$ cat config.mk
export PLATFORM = sky130hd
export DESIGN_NAME = pulse_req_queue
export DESIGN_NICKNAME = d
export VERILOG_FILES = /design/src/rtl/pulse_req_queue.sv
export SDC_FILE = /design/constraint.sdc
export NUM_CORES = 1
export LEC_CHECK = 0
export CELL_PAD_IN_SITES_DETAIL_PLACEMENT = 1
export CELL_PAD_IN_SITES_GLOBAL_PLACEMENT = 1
export CORE_UTILIZATION = 30
export CTS_BUF_LIST = sky130_fd_sc_hd__clkbuf_16
export CTS_CLUSTER_SIZE = 12
export DETAILED_ROUTE_END_ITERATION = 8
export PLACE_DENSITY = 0.7
export SETUP_SLACK_MARGIN = 0.2
export SYNTH_ARGS = -nofsm -noshare
export SYNTH_HDL_FRONTEND = slang
export SYNTH_SLANG_ARGS = --single-unit
$ cat constraint.sdc
create_clock -name clk_s -period 2.84 [get_ports clk_s]
set_input_delay 0.852 -clock clk_s [delete_from_list [all_inputs] [get_ports clk_s]]
set_output_delay 0.852 -clock clk_s [all_outputs]
set_load 0.03 [all_outputs]
$ cat src/rtl/pulse_req_queue.sv
// rtl/pulse_req_queue.sv - counts event requests and issues them one at a time over a level ack handshake
//
// Ports:
//   clk_s        source-domain clock, all state on its rising edge
//   rstn_s       asynchronous active-low reset
//   req_in       one request per cycle it is high
//   ack_in       downstream ready level (high = can accept an event)
//   clr_err      clears the sticky overflow / timeout_err flags
//   event_out    registered single-cycle event pulse (high only in ISSUE)
//   pending      queued, not yet issued requests (saturating)
//   busy         registered, high while the FSM is not in IDLE
//   overflow     sticky: a request was dropped at full count
//   timeout_err  sticky: an ack phase exceeded TIMEOUT cycles
module pulse_req_queue #(
  parameter int CNT_W   = 4,
  parameter int TIMEOUT = 255
) (
  input  logic             clk_s,
  input  logic             rstn_s,
  input  logic             req_in,
  input  logic             ack_in,
  input  logic             clr_err,
  output logic             event_out,
  output logic [CNT_W-1:0] pending,
  output logic             busy,
  output logic             overflow,
  output logic             timeout_err
);

  localparam int TMR_W = (TIMEOUT < 1) ? 1 : $clog2(TIMEOUT + 1);
  localparam logic [CNT_W-1:0] PEND_MAX  = '1;
  localparam logic [TMR_W-1:0] TMR_LIMIT = TMR_W'(TIMEOUT);

  typedef enum logic [1:0] {
    IDLE      = 2'd0,
    ISSUE     = 2'd1,
    WAIT_LOW  = 2'd2,
    WAIT_HIGH = 2'd3
  } state_t;

  state_t           state;
  state_t           state_next;
  logic [TMR_W-1:0] timer;
  logic             iss;
  logic             acc;
  logic             drop;
  logic             tmo;

  // Next-state logic. A normal exit is tested before the timeout so that
  // an ack edge arriving on the last allowed cycle still counts as success.
  always_comb begin
    state_next = IDLE;
    iss        = 1'b0;
    tmo        = 1'b0;
    case (state)
      IDLE: begin
        state_next = IDLE;
        if (pending != '0 && ack_in) begin
          state_next = ISSUE;
          iss        = 1'b1;
        end
      end
      ISSUE: state_next = WAIT_LOW;
      WAIT_LOW: begin
        state_next = WAIT_LOW;
        if (!ack_in) begin
          state_next = WAIT_HIGH;
        end else if (timer == TMR_LIMIT) begin
          state_next = IDLE;
          tmo        = 1'b1;
        end
      end
      WAIT_HIGH: begin
        state_next = WAIT_HIGH;
        if (ack_in) begin
          state_next = IDLE;
        end else if (timer == TMR_LIMIT) begin
          state_next = IDLE;
          tmo        = 1'b1;
        end
      end
      default: state_next = IDLE;
    endcase
  end

  // At full count a request is only accepted when an issue frees a slot
  // in the same cycle; otherwise it is dropped and flagged.
  always_comb begin
    acc  = req_in && ((pending != PEND_MAX) || iss);
    drop = req_in && !acc;
  end

  always_ff @(posedge clk_s or negedge rstn_s) begin
    if (!rstn_s) begin
      state       <= IDLE;
      pending     <= '0;
      timer       <= '0;
      event_out   <= 1'b0;
      busy        <= 1'b0;
      overflow    <= 1'b0;
      timeout_err <= 1'b0;
    end else begin
      state <= state_next;

      if (acc && !iss) begin
        pending <= pending + CNT_W'(1);
      end else if (iss && !acc) begin
        pending <= pending - CNT_W'(1);
      end

      // WAIT_LOW is only ever entered from ISSUE, so clearing in ISSUE is
      // clearing on entry. The timer is held across WAIT_LOW->WAIT_HIGH.
      if (state == ISSUE) begin
        timer <= '0;
      end else if ((state == WAIT_LOW || state == WAIT_HIGH) && timer != TMR_LIMIT) begin
        timer <= timer + TMR_W'(1);
      end

      // Outputs registered from the next state so they align with state.
      event_out <= (state_next == ISSUE);
      busy      <= (state_next != IDLE);

      if (drop) begin
        overflow <= 1'b1;
      end else if (clr_err) begin
        overflow <= 1'b0;
      end

      if (tmo) begin
        timeout_err <= 1'b1;
      end else if (clr_err) begin
        timeout_err <= 1'b0;
      end
    end
  end

endmodule
**Word level (Yosys, flattened, before mapping)**

Index checks and enable logic that the tools add are counted.

- Flip-flop bits (word level): 18
- Input port bits: 5
- Output and inout bits: 8
- Logic and storage cells: 53

- Add/subtract/negate cells: 3
- Equality and inequality tests: 7
- Mux-type cells: 19
- Reduce and logical (&&, ||, !) cells: 17

Operators with widths:

| cell | number |
|---|---|
| $mux W8 | 2 |
| $reduce_bool A2 Y1 | 5 |
| $mux W1 | 9 |
| $add A8 B1 Y8 const B | 1 |
| $eq A8 B8 Y1 const B | 1 |
| $mux W2 | 4 |
| $mux W4 | 2 |
| $ne A8 B8 Y1 const B | 1 |
| $pmux W2 S4 | 1 |
| $logic_and A1 B1 Y1 | 6 |
| $add A4 B1 Y4 const B | 1 |
| $eq A2 B1 Y1 const B | 2 |
| $eq A2 B2 Y1 const B | 2 |
| $ne A4 B4 Y1 const B | 1 |
| $reduce_bool A4 Y1 | 1 |
| $sub A4 B1 Y4 const B | 1 |
| $logic_not A1 Y1 | 2 |
| $logic_not A2 Y1 | 1 |
| $logic_or A1 B1 Y1 | 2 |
| $pmux W1 S2 | 1 |

**Longest topological paths before layout**

- Depth in word-level cells: 10
- Gate-level depth with buffers: 9
- Depth with buffers taken out: 9

**Least setup slack after synthesis**

OpenSTA, ideal clock, no wires.

- Path type: register to register
- Start point: register pending[2]
- End point: register pending[3]
- Library setup time: 131 ps
- Data arrival time: 2514 ps
- Data required time: 2709 ps
- Path slack: 195 ps
- Stages on the path, launching flop included: 9
- Period minus slack after synthesis: 2645 ps
- Path through: dfrtp_1 -> or4_1 -> nand3_1 -> ha_1 -> inv_1 -> ha_1 -> or4_1 -> o211ai_1 -> o211ai_1

- Cells in the longest elaborated chain, start to end: 9
- Elaborated cells between the ends (all ways): 16
- Those cells by class: add/sub (2); eq/ne (1); mux (4); reduce/logical (9)

RTL lines:

| what | line | text |
|---|---|---|
| from (decl) | 24 | `output logic [CNT_W-1:0] pending,` |
| from (signal assigned) | 106 | `pending <= pending + CNT_W'(1);` |
| from (signal assigned) | 108 | `pending <= pending - CNT_W'(1);` |
| $reduce_bool A4 Y1 | 58 | `if (pending != '0 && ack_in) begin` |
| $logic_and A1 B1 Y1 | 58 |  |
| $mux W1 | 58 |  |
| $mux W1 | 55 | `case (state)` |
| $logic_or A1 B1 Y1 | 89 | `acc = req_in && ((pending != PEND_MAX) \|\| iss);` |
| $logic_and A1 B1 Y1 | 89 |  |
| $logic_not A1 Y1 | 107 | `end else if (iss && !acc) begin` |
| $logic_and A1 B1 Y1 | 107 |  |
| $reduce_bool A2 Y1 (no source line) | n/a |  |

Parallel ways exist; a longest one is shown, timed or not. The select of a mux whose other input is x is not followed.
A chain may end at the register's enable or synchronous reset.

**Final worst setup path**

- Start point: input ack_in
- End point: register pending[3]

- Cells in the longest elaborated chain, start to end: 8
- Elaborated cells between the ends (all ways): 11
- Those cells by class: mux (3); reduce/logical (8)

RTL lines:

| what | line | text |
|---|---|---|
| from (decl) | 21 | `input logic ack_in,` |
| $logic_and A1 B1 Y1 * | 58 |  |
| $mux W1 * | 58 |  |
| $mux W1 * | 55 |  |
| $logic_or A1 B1 Y1 | 89 |  |
| $logic_and A1 B1 Y1 | 89 |  |
| $logic_not A1 Y1 | 107 |  |
| $logic_and A1 B1 Y1 | 107 |  |
| $reduce_bool A2 Y1 (no source line) | n/a |  |

Mark *: on every way between the ends. The rest lies on a longest branch, timed or not.

==> results by group <==
Run status
  – Status: completed

GRT
  – Grt ovf: 0
  – Vias in the first global route: 923
  – Initial antenna violation count: 0
  – First-pass GRT wire length: 4300 um
  – Total track usage: 16.2%
  – Pin count of the biggest net entering global routing: 13

Setup path
  – Required time of the critical path: 2960 ps
  – Worst setup EP type: register
  – R2r worst-path depth: 9
  – Critical path launch point type: input port
  – R2r setup slk: 370 ps
  – CP Class: input port to register
  – Crit-path max FO: 3
  – Arrival time worst endpoint: 2630 ps

Place
  – Post-DP HPWL: 1850 um
  – Pre-CTS setup slack: -134 ps
  – Buffers on Ports: 12
  – GPL Wtd Cong: 0.770
  – Cell count after placement: 163

Clock tree
  – Root Buffer: clkbuf_16
  – Hold-fix buffers at CTS: 0
  – Post-CTS Setup Repair Bufs: 0
  – Clock Path Buffers: 2
  – CTS tree: yes
  – Clock Latency Late Sink: 250 ps
  – CTS sink count: 18
  – CTS Buf Count: 3
  – Reg clk slew, reported paths: 50 ps
  – H-tree levels: 1

Floorplanning
  – IO Count: 13
  – Initial core utilization: 32.4%
  – Row count: 20
  – Die height: 60.2 um
  – Die area: 3620 um2
  – Die width: 60.2 um
  – Core Box Area: 3130 um2

Power and ir drop
  – Total Power: 0.00143 W
  – Static Leak: 0.599 nW
  – Pwr per Cell Area: 1040 nW/um2
  – Peak VDD IR: 0.584 mV

Yosys
  – FFs w/ async S/R, synth: 100%
  – Yosys cell types: 37
  – Synthesis Warnings: 0
  – EDFF count, synth: 0
  – Post-Syn Area: 1010 um2
  – Top_reg_cell synth: dfrtp_1
  – Seq/Total Area, Yosys: 44.4%
  – Cells after synthesis: 98
  – Synth Area per Inst: 10.4 um2
  – FF+latch count, synth: 18
  – Syn_nets: 108

Timing
  – Max Freq: 399 MHz
  – Final period util: 88.3%
  – RSZ-0062 raised after global routing: no
  – Fin. Hold Viols: 0
  – Final setup margin: 332 ps
  – Final Critical Period: 2510 ps
  – Worst slew margin: 63.2%
  – Pins Over Slew Limit: 0
  – Setup TNS: 0 ps
  – Final clock skew: 1.40 ps
  – Slew of the pin with the lowest slew margin: 550 ps
  – Setup-failing EPs final: 0

Final layout
  – Layout cells sized above 1: 20.3%
  – Fill cells: 359
  – Commonest non-fill, non-tap cells in the layout: dfrtp_1, buf_4, nand2_1, clkdlybuf4s50_1
  – Fin cells: 167
  – Nets: 134
  – Util after Layout: 44.2%
  – Area of the multi-input gates: 574 um2
  – Antenna Cells: 0
  – Area Overhead vs Synth: 36.3%
  – Commonest non-fill, non-tap cell in the layout: dfrtp_1
  – Seq. cell area: 452 um2

Routing
  – Via Count: 862
  – DRC: 0
  – First-pass iteration count of the detailed router: 4
  – Initial DRC count: 32
  – Vias per cell: 5.16
  – Post-Route WL: 2410 um
  – Wirelength per Cell: 14.4 um
  – Antenna-violating nets left: 0

Job
  – Max-Cap Viols: 0

Worst hold path
  – Hold Path Depth: 1
  – Worst min path class: register to register
## cells by family after synthesis
kind of cell               share of synthesized area, %
AOI/OAI and AO/OA                                  16.5
and+or+nand+nor                                    21.2
adders and majority gates                          6.91
xor gates and xnor gates                           2.59
buffers and inverters                              3.33
muxes                                              5.06
DFF                                                44.4
## repair_timing
action	CTS	global route
pin swaps	0	0
gates cloned	0	0
endpoints found under the setup margin	1	1
endpoints found under the hold margin	0	0
gates resized for setup	6	3
## cells in the mapped netlist (all sizes together), types with 2 or more instances
cell | count | area [um2]
dfrtp | 18 | 450
nand2 | 10 | 37.5
nand3 | 6 | 30.0
a21oi | 5 | 25.0
inv | 5 | 18.8
o211ai | 5 | 37.5
ha | 4 | 50.1
mux2i | 4 | 40.0
o21ai | 4 | 20.0
a31oi | 3 | 18.8
nor3 | 3 | 15.0
and4 | 2 | 17.5
nand3b | 2 | 15.0
nand4 | 2 | 27.5
nor2 | 2 | 7.51
or4 | 2 | 15.0
xnor2 | 2 | 17.5
## state kept, by name, summed over array words and instances (netlist names)
register,flops
busy,1
timer,8
event_out,1
state,2
pending,4
overflow,1
timeout_err,1
## final timing paths
kind	startpoint	to
setup reg to reg	pending[2]	pending[3]
hold / removal	timeout_err	timeout_err
min in group asynchronous	rstn_s	state[1]
hold reg to reg	timeout_err	timeout_err
setup / recovery	ack_in	pending[3]
max in group asynchronous	rstn_s	timer[1]
## power by group
group | internal [W] | leakage (nW) | switching (W)
Clock | 0.000187 | 0.0385 | 0.0000898
Sequential | 0.000347 | 0.225 | 0.000118
Combinational | 0.000341 | 0.335 | 0.000348
## metrics by stage
step | hold WS (ps) | area [um2]
after floorplan | 466 | 1020
after global placement | 493 | 1260
after detailed placement | 495 | 1260
after CTS | 509 | 1370
after global routing | 535 | 1380
final | 496 | 1380
## worst max-delay path: stages
cell,delay (ps)
dlygate4sd2_1,260
a21oi_1,270
nor2b_4,70
ha_2,180
inv_1,100
ha_4,220
or4_1,470
o211ai_1,110
o211ai_1,100
## per-layer routing
layer  share of wire (%)  up-vias  global-route usage, %
met2                  53        8                   28.7
met3                 1.5        4                   1.95
met5                   0        -                      0
met4                 1.7        0                   7.97
li1                    -      416                      -
met1                  44      434                   19.0
## area by class of cell
| type | instances | share of cell area (%) |
|---|---|---|
| clock buffer | 3 | 5.43 |
| clock inverter | 1 | 0.271 |
| inverter | 5 | 1.36 |
| multi-input combinational | 73 | 41.5 |
| sequential | 18 | 32.7 |
| tap | 44 | 3.98 |
| timing repair buffer | 23 | 14.8 |
Note: power is estimated with default switching activity, not from simulation.
